## src/rtl/fetch_queue_pkg.sv

```systemverilog
// Shared instruction-fetch types: instruction word type, NOP encoding, PC step.
// Latency: n/a (types and constants only).
// Backpressure: n/a.
package fetch_queue_pkg;

  localparam int INSTR_BYTES = 4;
  localparam int IR_WIDTH    = 32;

  typedef logic [IR_WIDTH-1:0] ir_t;

  // addi x0, x0, 0
  localparam ir_t NOP = 32'h0000_0013;

endpackage

```

## src/rtl/fetch_queue_fifo.sv

```systemverilog
// Synchronous DEPTH-entry FIFO with push/pop/flush and occupancy count.
// Latency: a pushed entry is visible at the head the cycle after the push.
// Backpressure: none internally; the caller guarantees no push when full.
module fetch_fifo #(
  parameter int WIDTH = 64,
  parameter int DEPTH = 4,
  localparam int AW   = $clog2(DEPTH)
) (
  input  logic             clk,
  input  logic             reset,
  input  logic             push,
  input  logic [WIDTH-1:0] push_data,
  input  logic             pop,
  input  logic             flush,
  output logic [WIDTH-1:0] head,
  output logic [AW:0]      count
);

  logic [WIDTH-1:0] mem [DEPTH];
  logic [AW-1:0]    wr_ptr;
  logic [AW-1:0]    rd_ptr;

  assign head = mem[rd_ptr];

  // Storage array: written on push, no reset needed since count gates validity.
  always_ff @(posedge clk) begin
    if (push) begin
      mem[wr_ptr] <= push_data;
    end
  end

  // Pointers and count; flush discards everything, including a same-cycle push.
  always_ff @(posedge clk) begin
    if (reset || flush) begin
      wr_ptr <= '0;
      rd_ptr <= '0;
      count  <= '0;
    end else begin
      if (push) wr_ptr <= wr_ptr + AW'(1);
      if (pop)  rd_ptr <= rd_ptr + AW'(1);
      count <= count + (AW+1)'(push) - (AW+1)'(pop);
    end
  end

endmodule

```

## src/rtl/fetch_queue.sv

```systemverilog
// Instruction fetch front end: sequential PC generation, in-order imem requests, buffered words to decode.
// Latency: response to ir is 1 cycle (0 cycles via bypass when FETCH_QUEUE_BYPASS_EN is defined).
// Backpressure: requests issue only while queue occupancy + in-flight requests < DEPTH; ir held until ir_ready.
module fetch_queue
  import fetch_queue_pkg::*;
#(
  parameter int                  PC_WIDTH = 32,
  parameter int                  DEPTH    = 4,
  parameter logic [PC_WIDTH-1:0] INIT_PC  = PC_WIDTH'(32'h2000)
) (
  input  logic                clk,
  input  logic                reset,
  output logic                imem_req,
  output logic [PC_WIDTH-1:0] imem_addr,
  input  logic                imem_gnt,
  input  logic                imem_rvalid,
  input  logic [31:0]         imem_rdata,
  input  logic                redirect,
  input  logic [PC_WIDTH-1:0] redirect_pc,
  output ir_t                 ir,
  output logic [PC_WIDTH-1:0] ir_pc,
  output logic                ir_valid,
  input  logic                ir_ready
);

  localparam int CW = $clog2(DEPTH) + 1;
  localparam logic [PC_WIDTH-1:0] PC_STEP = PC_WIDTH'(INSTR_BYTES);

  typedef struct packed {
    logic [PC_WIDTH-1:0] pc;
    ir_t                 ir;
  } fetch_entry_t;

  logic [PC_WIDTH-1:0] pc;          // next address to request
  logic [PC_WIDTH-1:0] resp_pc;     // PC belonging to the next non-discarded response
  logic [CW-1:0]       outstanding; // granted requests not yet answered
  logic [CW-1:0]       discard;     // stale responses still to be dropped

  logic [CW-1:0]       occupancy;
  fetch_entry_t        head;
  fetch_entry_t        push_entry;
  logic                credit, grant, accept, bypass, fifo_empty, push, pop;
  logic [PC_WIDTH-1:0] redirect_aligned;
  logic                unused_redirect_lsbs;

  assign redirect_aligned     = {redirect_pc[PC_WIDTH-1:2], 2'b00};
  assign unused_redirect_lsbs = ^redirect_pc[1:0];

  // In-flight requests reserve queue slots, so an accepted response always fits.
  assign credit    = ({1'b0, occupancy} + {1'b0, outstanding}) < (CW+1)'(DEPTH);
  assign imem_req  = !reset && !redirect && credit;
  assign imem_addr = pc;
  assign grant     = imem_req && imem_gnt;

  // A response arriving with a redirect, or while stale ones remain, is dropped.
  assign accept     = imem_rvalid && !redirect && (discard == '0);
  assign fifo_empty = (occupancy == '0);

`ifdef FETCH_QUEUE_BYPASS_EN
  // Only an empty queue frees the output; a popping head already owns ir this cycle.
  assign bypass = accept && ir_ready && fifo_empty;
`else
  assign bypass = 1'b0;
`endif

  assign push       = accept && !bypass;
  assign pop        = !fifo_empty && ir_ready;
  assign push_entry = '{pc: resp_pc, ir: imem_rdata};

  fetch_fifo #(
    .WIDTH ($bits(fetch_entry_t)),
    .DEPTH (DEPTH)
  ) u_fifo (
    .clk       (clk),
    .reset     (reset),
    .push      (push),
    .push_data (push_entry),
    .pop       (pop),
    .flush     (redirect),
    .head      (head),
    .count     (occupancy)
  );

  // Decode-facing output: queue head, else bypassed response, else NOP.
  always_comb begin
    ir       = NOP;
    ir_pc    = '0;
    ir_valid = 1'b0;
    if (!fifo_empty) begin
      ir       = head.ir;
      ir_pc    = head.pc;
      ir_valid = 1'b1;
    end else if (bypass) begin
      ir       = imem_rdata;
      ir_pc    = resp_pc;
      ir_valid = 1'b1;
    end
  end

  // PC generation and in-flight tracking; a redirect restarts both PC streams.
  always_ff @(posedge clk) begin
    if (reset) begin
      pc          <= INIT_PC;
      resp_pc     <= INIT_PC;
      outstanding <= '0;
      discard     <= '0;
    end else begin
      outstanding <= outstanding + CW'(grant) - CW'(imem_rvalid);
      if (redirect) begin
        pc      <= redirect_aligned;
        resp_pc <= redirect_aligned;
        discard <= outstanding - CW'(imem_rvalid);
      end else begin
        if (grant) pc <= pc + PC_STEP;
        if (imem_rvalid) begin
          if (discard != '0) discard <= discard - CW'(1);
          else               resp_pc <= resp_pc + PC_STEP;
        end
      end
    end
  end

endmodule

```

## config.mk

```make
export PLATFORM = sky130hd
export DESIGN_NAME = fetch_queue
export DESIGN_NICKNAME = d
export VERILOG_FILES = /design/src/rtl/fetch_queue_pkg.sv /design/src/rtl/fetch_queue_fifo.sv /design/src/rtl/fetch_queue.sv
export SDC_FILE = /design/constraint.sdc
export NUM_CORES = 1
export LEC_CHECK = 0
export BUFFER_PORTS_ARGS = -buffer_cell sky130_fd_sc_hd__buf_2
export CELL_PAD_IN_SITES_DETAIL_PLACEMENT = 1
export CELL_PAD_IN_SITES_GLOBAL_PLACEMENT = 1
export CORE_MARGIN = 3
export CORE_UTILIZATION = 44
export DETAILED_ROUTE_END_ITERATION = 12
export PLACE_DENSITY = 0.76
export SLEW_MARGIN = 20
export SYNTH_ARGS = -nofsm -noshare
export SYNTH_HDL_FRONTEND = slang
export SYNTH_HIERARCHICAL = 1
export SYNTH_SLANG_ARGS = --single-unit
```

## constraint.sdc

```tcl
create_clock -name clk -period 3.15 [get_ports clk]
set_input_delay 0.315 -clock clk [delete_from_list [all_inputs] [get_ports clk]]
set_output_delay 0.315 -clock clk [all_outputs]
set_load 0.05 [all_outputs]
```

==> metrics.yaml, run 1 <==
cells_and_area:
  layout_common_cells: "256 x edfxtp_1, 163 x buf_2, 73 x dfxtp_1"
  num_antenna_cells: 0
  drive_gt1_share_pct: 27.9
  syn_to_final_growth_pct: 16.6
  final_util_pct: 52.8
  final_nets: 1182
  final_common_cell: "edfxtp_1"
grt:
  grt-ovfl-total: 0
  grt_pass1_vias: 8833
  antenna_found_initial: 0
  grt_pass1_wl_um: 50100
  grt_max_degree: 66
  grt_use_total_pct: 18.8
clock_network:
  cts-root-buf: "clkbuf_16"
  clk_latency_ns: 0.51
  cts_tree: "yes"
  path_clk_slew_ns: 0.06
  numCtsBuffers: 36
  post_cts_buffers: 0
  clk_path_buf_depth: 3
  clock_sinks: 331
  hold_buffers: 0
  htreeDepth: 2
  cts_resized: 0
timing:
  fmax_mhz: 375
  setup_tns_ns: 0
  period_minus_slack_ns: 2.67
  finalCritPeriodShare_pct: 84.6
  setup_viol: 0
  maxSlewViolCount: 0
  slew_headroom_pct: 54.6
  finalHoldViolations: 0
  worst_slew_pin_slew_ns: 0.676
  skew_ns: 0.0156
  grt_setup_unrepaired: "false"
pwr:
  swShare_pct: 25.6
  sequentialPowerShare_pct: 49.2
  p_clk_share_pct: 38.8
  power_density_nw_per_um2: 620
  switching_power_mw: 2.60
  power_frac_comb_pct: 12.0
  p_leak_nw: 5.88
  peakVddDrop_mv: 0.354
  internal-power_mw: 7.56
setup_path:
  critPathLaunchType: "register"
  criticalPathCategory: "reg -> out"
  path_max_fanout: 24
  rr_startpoint: "resp_pc[3]"
  endpoint_kind: "output pin"
  cp_data_arrival_time_ns: 2.35
  worstPathRequired_ns: 2.83
logic_synthesis:
  ys_async_sr_fraction_pct: 0
  synth_area_um2: 14100
  synth_warnings: 6
  syn_avg_cell_area_um2: 15.3
  synth_cell_types: 62
  ys_ff_latch: 331
  syn_inst: 918
  synth-main-ff-cell: "edfxtp_1"
  yosysSeqAreaShare_pct: 65.3
  synth_edf_count: 256
routing:
  top_layer_used: "met4"
  via_per_inst: 5.61
  met1Wirelength_um: 14500
  firstDrtPassIters: 5
  wl_met2_um: 15300
  wl_um: 32300
  wl_met3_um: 1820
  drt_iter0_markers: 621
  drc: 0
  wire_per_inst_um: 21.3
  drtAntennaViolNets: 0
  vias: 8500
floorplanning:
  die_w_um: 185
  core_um2: 31100
  die_area_um2: 34100
  start_util_pct: 45.3
  rows: 64
  chipHeight_um: 185
  io_pins: 168
run_status:
  status: "finished clean"
job:
  drv_cap: 0
place:
  hpwl_um: 20400
  io_buffers: 163
  globalplace.congestion: 0.816
hold_path:
  min_path_type: "in -> reg"
  hp-start: "imem_rdata[15]"
worst max-delay path, cell delays in order (launching register included):
cell	delay [ns]
dfxtp_4	0.57
buf_12	0.28
mux4_1	0.59
and2_1	0.17
buf_2	0.21
flip-flops by register name, summed over array words and instances (netlist names), named ones only:
| name | count |
|---|---|
| discard | 3 |
| imem_addr | 30 |
| outstanding | 3 |
| resp_pc | 30 |
| u_fifo/count | 3 |
| u_fifo/mem | 256 |
| u_fifo/rd_ptr | 2 |
| u_fifo/wr_ptr | 2 |
cells in the mapped netlist (all sizes together) (3+ instances only):
library cell	number	area share, %
a211oi	15	0.80
a21boi	11	0.59
a21oi	26	0.93
a31oi	15	0.67
a32oi	3	0.19
a41oi	5	0.31
and2	69	3.1
and3	15	0.67
and4	8	0.50
buf	29	1.9
clkbuf	24	0.65
dfxtp	75	11
edfxtp	256	55
ha	16	1.4
inv	23	0.61
mux2	4	0.32
mux2i	3	0.21
mux4	64	10
nand2	36	1.1
nand2b	6	0.27
nand3	21	0.75
nand3b	5	0.27
nand4	29	1.4
nor2	47	1.3
nor3	13	0.65
nor4	7	0.52
o211ai	3	0.16
o21a	6	0.32
o21ai	16	0.57
or3	5	0.22
or4	3	0.16
xnor2	15	0.93
xor2	23	1.4
metal layers:
layer,global-route usage [%],vias up
met5,0,-
met4,4.50,0
met3,2.83,45
met2,31.0,258
met1,26.6,4324
li1,-,3873
stage by stage:
stage	total power, mW	worst slack [ns]	hold WS, ns	cells	cell area (um2)
4_1_cts	10.3	0.433	0.00414	1516	16400
3_5_place_dp	6.33	0.613	0.520	1452	15300
5_1_grt	10.6	0.333	0.0153	1516	16400
2_1_floorplan	5.95	0.573	0.414	927	14100
3_3_place_gp	6.28	0.741	0.498	1452	15300
6_report	10.2	0.485	0.0217	1516	16400
cell type report:
cell class,instances,area [um2]
inverter,25,93.8
clock inverter,15,105
timing repair buffer,183,1050
multi-input combinational,517,4450
fill,3060,14700
tap,396,495
clock buffer,49,1000
sequential,331,9190
path summary, 6_finish.rpt:
path / endpoint / cells after the start / slack (ns)
setup / recovery: ir_pc[31] / 4 / 0.48
hold / removal: u_fifo/mem[2][15] / 1 / 0.02
setup reg to reg: resp_pc[24] / 6 / 0.61
hold reg to reg: register / 2 / 0.53
cells by family after synthesis:
family / share of synthesized area (%)
xor+xnor: 2.54
other cells: 0.0267
fa+ha+maj: 1.71
mux: 10.9
buf+inv: 3.30
simple gates: 11.0
flops: 65.3
compound gates: 5.17
power by group through the flow:
stage	logic (mW)	registers, mW	clock network, mW
after global routing	1.32	5.02	4.22
after global placement	1.21	5.07	0
after detailed placement	1.24	5.09	0
final	1.22	5.00	3.94
after floorplan	0.833	5.12	0
after CTS	1.24	5.00	4.05
Note: power is estimated with default switching activity, not from simulation.
==> run 2: changes to the inputs <==
--- a/config.mk
+++ b/config.mk
@@ -5,13 +5,14 @@
 export SDC_FILE = /design/constraint.sdc
 export NUM_CORES = 1
 export LEC_CHECK = 0
+export ABC_AREA = 1
 export BUFFER_PORTS_ARGS = -buffer_cell sky130_fd_sc_hd__buf_2
 export CELL_PAD_IN_SITES_DETAIL_PLACEMENT = 1
 export CELL_PAD_IN_SITES_GLOBAL_PLACEMENT = 1
 export CORE_MARGIN = 3
 export CORE_UTILIZATION = 44
 export DETAILED_ROUTE_END_ITERATION = 12
-export PLACE_DENSITY = 0.76
+export PLACE_DENSITY = 0.78
 export SLEW_MARGIN = 20
 export SYNTH_ARGS = -nofsm -noshare
 export SYNTH_HDL_FRONTEND = slang
==> constraint.sdc (replaced) <==
create_clock -name clk -period 2.7 [get_ports clk]
set_input_delay 0.27 -clock clk [delete_from_list [all_inputs] [get_ports clk]]
set_output_delay 0.27 -clock clk [all_outputs]
set_load 0.05 [all_outputs]
==> run 2 against run 1 <==
Effect of this change:
- setup slack worse by 0.38 ns
- sequential power increased by 17%
- sequential cell count unchanged
- final area up 9.1%
- combinational power up 25%
- critical path depth up 4
- cell count rose by 52%
- sequential share of layout area decreased by 4.7 points
- critical endpoint is now ir_pc[19]
==> metrics.yaml, run 2 <==
grt:
  antenna_found_initial: 0
  grt-ovfl-total: 0
  grt_pass1_vias: 12772
  grt_use_total_pct: 23.8
  grt_max_degree: 83
  grt_pass1_wl_um: 68600
cells_and_area:
  layout_common_cells: "364 x nor2_1, 256 x edfxtp_1, 236 x nand2_1"
  fillCellCount: 3867
  multi_input_area_um2: 4910
  final_common_cell: "nor2_1"
  syn_to_final_growth_pct: 18.9
  largest_reg_flops: 256
  largest-register: "u_fifo/mem"
  num_antenna_cells: 0
  final_nets: 1915
  drive_gt1_share_pct: 14.0
  seq_area_um2: 9190
routing:
  drt_iter0_markers: 746
  vias: 12149
  drtAntennaViolNets: 0
  wire_per_inst_um: 19.0
  via_per_inst: 5.28
  drc: 0
  firstDrtPassIters: 5
  wl_um: 43600
logic_synthesis:
  synth_warnings: 6
  synth_cell_types: 40
  synth_edf_count: 256
  synth_most_common_cell: "nor2_1"
  yosysSeqAreaShare_pct: 61.1
  ys_async_sr_fraction_pct: 0
  syn_inst: 1626
  ys_ff_latch: 331
  yosysTopAreaCellShare_pct: 51.1
  yosys-top-cells-count: "364 x nor2_1, 256 x edfxtp_1, 236 x nand2_1"
  syn_avg_cell_area_um2: 9.26
  synth_top_cell_by_area: "edfxtp_1"
  synth-main-ff-cell: "edfxtp_1"
  synth_area_um2: 15100
  synth_area_leaders: "edfxtp_1 51%, dfxtp_1 10%, nor2_1 9.1%, nand2_1 5.9%, o21ai_1 4.7%"
setup_path:
  path_max_fanout: 79
  crit_top_cell: "nor2_1"
  cp_data_arrival_time_ns: 2.33
  rr_worst_depth: 13
  worstPathCellList: "buf_12 > nor2_1 > nor2_1 > o21ai_1 > o21ai_1 > inv_1 > nor2_1 > buf_2"
  ff2ff_setup_slack_ns: 0.26
  critPathLaunchType: "register"
  worstPathRequired_ns: 2.43
  cpPeakStageDelay_ns: 0.40
  r2r-end: "outstanding[2]"
  worstPathBufferInverterCount: 3
  cp_top_family: "buffers and inverters"
  rr_startpoint: "outstanding[1]"
  endpoint_kind: "output pin"
  cp_slowest_cell: "dfxtp_4"
  criticalPathCategory: "reg -> out"
clock_network:
  path_clk_slew_ns: 0.06
  numCtsBuffers: 36
  cts_tree: "yes"
  cts-root-buf: "clkbuf_16"
  clock_sinks: 331
  htreeDepth: 2
  clk_latency_ns: 0.53
  post_cts_buffers: 0
  clk_path_buf_depth: 3
floorplanning:
  core_um2: 33600
  rows: 67
  io_pins: 168
  start_util_pct: 44.8
  chipHeight_um: 191
  die_w_um: 191
  die_area_um2: 36500
timing:
  fin_ws_ns: 0.103
  setup_viol: 0
  skew_ns: 0.0174
  finalHoldViolations: 0
  maxSlewViolCount: 0
  fmax_mhz: 385
  worst_slew_pin_slew_ns: 0.742
  slew_headroom_pct: 50.5
  grt_setup_unrepaired: "false"
  setup_tns_ns: 0
  period_minus_slack_ns: 2.60
  finalCritPeriodShare_pct: 96.2
pwr:
  peakVddDrop_mv: 0.396
  p_leak_nw: 7.10
  power_density_nw_per_um2: 673
place:
  place_ws_ns: 0.240
  globalplace.congestion: 0.829
  io_buffers: 163
  hpwl_um: 27900
hold_path:
  hold_end: "resp_pc[13]"
  hp-start: "redirect_pc[13]"
  min_path_cells: 3
  min_path_type: "in -> reg"
job:
  drv_cap: 0
run_status:
  status: "finished clean"
run 2: report_power, final:
| part | leakage [nW] | internal [mW] | switching, mW |
|---|---|---|---|
| combinational | 3.61 | 0.408 | 1.11 |
| sequential | 2.95 | 5.67 | 0.179 |
| clock | 0.533 | 2.66 | 2.01 |
run 2: area by class of cell:
type,count,area share (%)
multi-input combinational,1064,27.5
sequential,331,51.4
timing repair buffer,222,8.17
tap,448,3.13
clock buffer,49,5.48
inverter,172,3.76
clock inverter,14,0.615
run 2: how the worst max path moves through the flow:
stage,start,end,slack (ns),depth (start not counted)
after floorplan,outstanding[1],outstanding[2],0.16,13
after global placement,outstanding[1],outstanding[2],0.30,13
after detailed placement,u_fifo/count[2],outstanding[2],0.24,13
after CTS,register,ir_pc[16],0.02,8
after global routing,register,ir_pc[19],0.002,8
final,register,ir_pc[19],0.10,8
run 2: cells by family (layout without fill, tap and decap cells):
logic type / after synthesis / in the layout / share of synthesized area [%]
other: 1 / 10 / 0.0249
buffers and inverters: 240 / 457 / 6.56
flip-flops: 331 / 331 / 61.1
AND/OR/NAND/NOR: 703 / 703 / 18.9
adder cells (fa/ha/maj): 18 / 18 / 1.60
XOR/XNOR: 19 / 19 / 1.11
AO/OA/AOI/OAI: 314 / 314 / 10.8
run 2: through the flow:
step | util [%] | hold WS [ns] | area (um2) | power (mW) | instances
after global routing | 53.2 | 0.0377 | 17900 | 12.5 | 2300
final | 53.2 | 0.0362 | 17900 | 12.0 | 2300
after CTS | 53.2 | 0.0198 | 17900 | 12.1 | 2300
after global placement | 48.9 | 0.480 | 16400 | 7.36 | 2202
after detailed placement | 48.9 | 0.486 | 16400 | 7.42 | 2202
after floorplan | - | 0.369 | 15100 | 6.94 | 1635
run 2: worst reg2reg max path, stage by stage (launching register included):
cell and delay [ns]:
dfxtp_1 0.41, ha_1 0.26, nand3_1 0.07, nand2_1 0.08
nor2_4 0.12, nand2_4 0.11, ha_1 0.30, inv_1 0.06
ha_1 0.13, inv_1 0.05, fa_1 0.37, xor2_1 0.16
o21ai_0 0.15, a21oi_1 0.05
run 2: metal layers:
layer	vias up	share of wire [%]	wire length [um]	track usage, %
met4	0	2.3	992	6.69
met3	67	4.9	2130	3.19
met1	5968	42	18400	30.3
li1	5801	-	-	-
met2	313	51	22100	42.8
met5	-	0	0	0
run 2: timing repair:
action / in CTS / in global routing
hold buffers: 35 / 0
setup endpoints to repair: 0 / 16
gates resized for setup: 0 / 5
endpoints found under the hold margin: 131 / 0
==> run 3: changes to the inputs <==
--- a/config.mk
+++ b/config.mk
@@ -7,12 +7,10 @@
 export LEC_CHECK = 0
 export ABC_AREA = 1
 export BUFFER_PORTS_ARGS = -buffer_cell sky130_fd_sc_hd__buf_2
-export CELL_PAD_IN_SITES_DETAIL_PLACEMENT = 1
-export CELL_PAD_IN_SITES_GLOBAL_PLACEMENT = 1
 export CORE_MARGIN = 3
 export CORE_UTILIZATION = 44
 export DETAILED_ROUTE_END_ITERATION = 12
-export PLACE_DENSITY = 0.78
+export PLACE_DENSITY = 0.63
 export SLEW_MARGIN = 20
 export SYNTH_ARGS = -nofsm -noshare
 export SYNTH_HDL_FRONTEND = slang
==> run 3 against run 2 <==
Effect of this change:
- global-route usage is 3.8 points lower
- core utilization is 0.12 points higher
- clock power is 2% higher
- count of clock-buffer cells in the layout is 4 lower
- setup slack better by 0.029 ns
==> metrics.yaml, run 3 (synthesis results as in run 2) <==
timing:
  skew_ns: 0.0147
  setup_tns_ns: 0
  worst_slew_pin_slew_ns: 0.778
  slew_headroom_pct: 48.1
  finalCritPeriodShare_pct: 95.1
  grt_setup_unrepaired: "false"
  fmax_mhz: 389
  finalHoldViolations: 0
  setup_viol: 0
  period_minus_slack_ns: 2.57
  maxSlewViolCount: 0
setup_path:
  rr_startpoint: "outstanding[1]"
  critPathLaunchType: "register"
  startpoint: "u_fifo/count[0]"
  path_max_fanout: 65
  criticalPathCategory: "reg -> out"
  ff2ff_setup_slack_ns: 0.29
  worstPathRequired_ns: 2.43
  cp_data_arrival_time_ns: 2.30
  endpoint_kind: "output pin"
floorplanning:
  io_pins: 168
  rows: 67
  start_util_pct: 44.8
  die_area_um2: 36500
  chipHeight_um: 191
  die_w_um: 191
  core_um2: 33600
pwr:
  swShare_pct: 26.3
  p_leak_nw: 7.12
  internal-power_mw: 8.91
  p_clk_share_pct: 39.5
  peakVddDrop_mv: 0.374
  power_frac_comb_pct: 12.2
  switching_power_mw: 3.18
  power_density_nw_per_um2: 674
  sequentialPowerShare_pct: 48.3
grt:
  grt-ovfl-total: 0
  grt_use_total_pct: 20.1
  grt_pass1_wl_um: 58200
  antenna_found_initial: 1
  grt_pass1_vias: 11075
  grt_max_degree: 99
routing:
  drt_iter0_markers: 836
  wl_um: 37000
  drtAntennaViolNets: 0
  via_per_inst: 5.08
  firstDrtPassIters: 5
  wire_per_inst_um: 16.1
  drc: 0
  vias: 11684
cells_and_area:
  final_common_cell: "nor2_1"
  final_nets: 1914
  largest_reg_flops: 256
  largest-register: "u_fifo/mem"
  final_area_um2: 17900
  layout_common_cells: "364 x nor2_1, 256 x edfxtp_1, 236 x nand2_1"
  num_antenna_cells: 0
  syn_to_final_growth_pct: 19.1
  final_util_pct: 53.3
  drive_gt1_share_pct: 14.3
  fin_cells: 2300
hold_path:
  hp-start: "redirect_pc[20]"
  min_path_type: "in -> reg"
clock_network:
  cts_tree: "yes"
  hold_buffers: 32
  htreeDepth: 2
  clk_path_buf_depth: 3
  cts-root-buf: "clkbuf_16"
  numCtsBuffers: 37
  cts_resized: 0
  post_cts_buffers: 0
  clock_sinks: 331
  path_clk_slew_ns: 0.06
  clk_latency_ns: 0.52
place:
  io_buffers: 163
  dpl-instance-area_um2: 16500
  place_inst: 2203
  hpwl_um: 23300
  globalplace.congestion: 0.902
job:
  drv_cap: 0
run_status:
  status: "finished clean"
-- run 3: final cells by class --
type,count,area (um2)
timing repair buffer,220,1450
multi-input combinational,1064,4910
inverter,172,668
clock buffer,45,966
tap,448,561
fill,3004,15700
clock inverter,20,181
sequential,331,9190
-- run 3: per-stage QoR --
step	worst slack (ns)	power, mW	hold slack (ns)
final	0.132	12.1	0.0261
after global placement	0.279	7.36	0.482
after detailed placement	0.268	7.39	0.488
after global routing	0.000777	12.6	0.0264
after CTS	0.0799	12.2	0.00637
after floorplan	0.161	6.94	0.369
-- run 3: power by group through the flow --
stage          combinational, mW  clock [mW]  sequential [mW]
5_1_grt                     1.62        5.08             5.86
3_3_place_gp                1.42           0             5.94
6_report                    1.47        4.77             5.84
3_5_place_dp                1.44           0             5.94
4_1_cts                     1.49        4.90             5.84
2_1_floorplan              0.948           0             5.99
-- run 3: final timing paths --
path,end,cells past startpoint
max reg2reg,outstanding[2],13
max,ir[0],4
min,resp_pc[20],3
min reg2reg,u_fifo/wr_ptr[1],2
-- run 3: worst max-delay path: stages, from the launching register on --
cell	delay, ns
dfxtp_1	0.34
nor3_2	0.26
buf_4	0.61
or2_2	0.22
buf_2	0.25
-- run 3: metal layers --
layer  track usage [%]  share of wire, %  vias up
met1              27.9                45     5420
met4              5.76               2.2        2
li1                  -                 -     5803
met3              2.82               6.9       64
met5                 0             0.035        -
met2              33.0                46      395
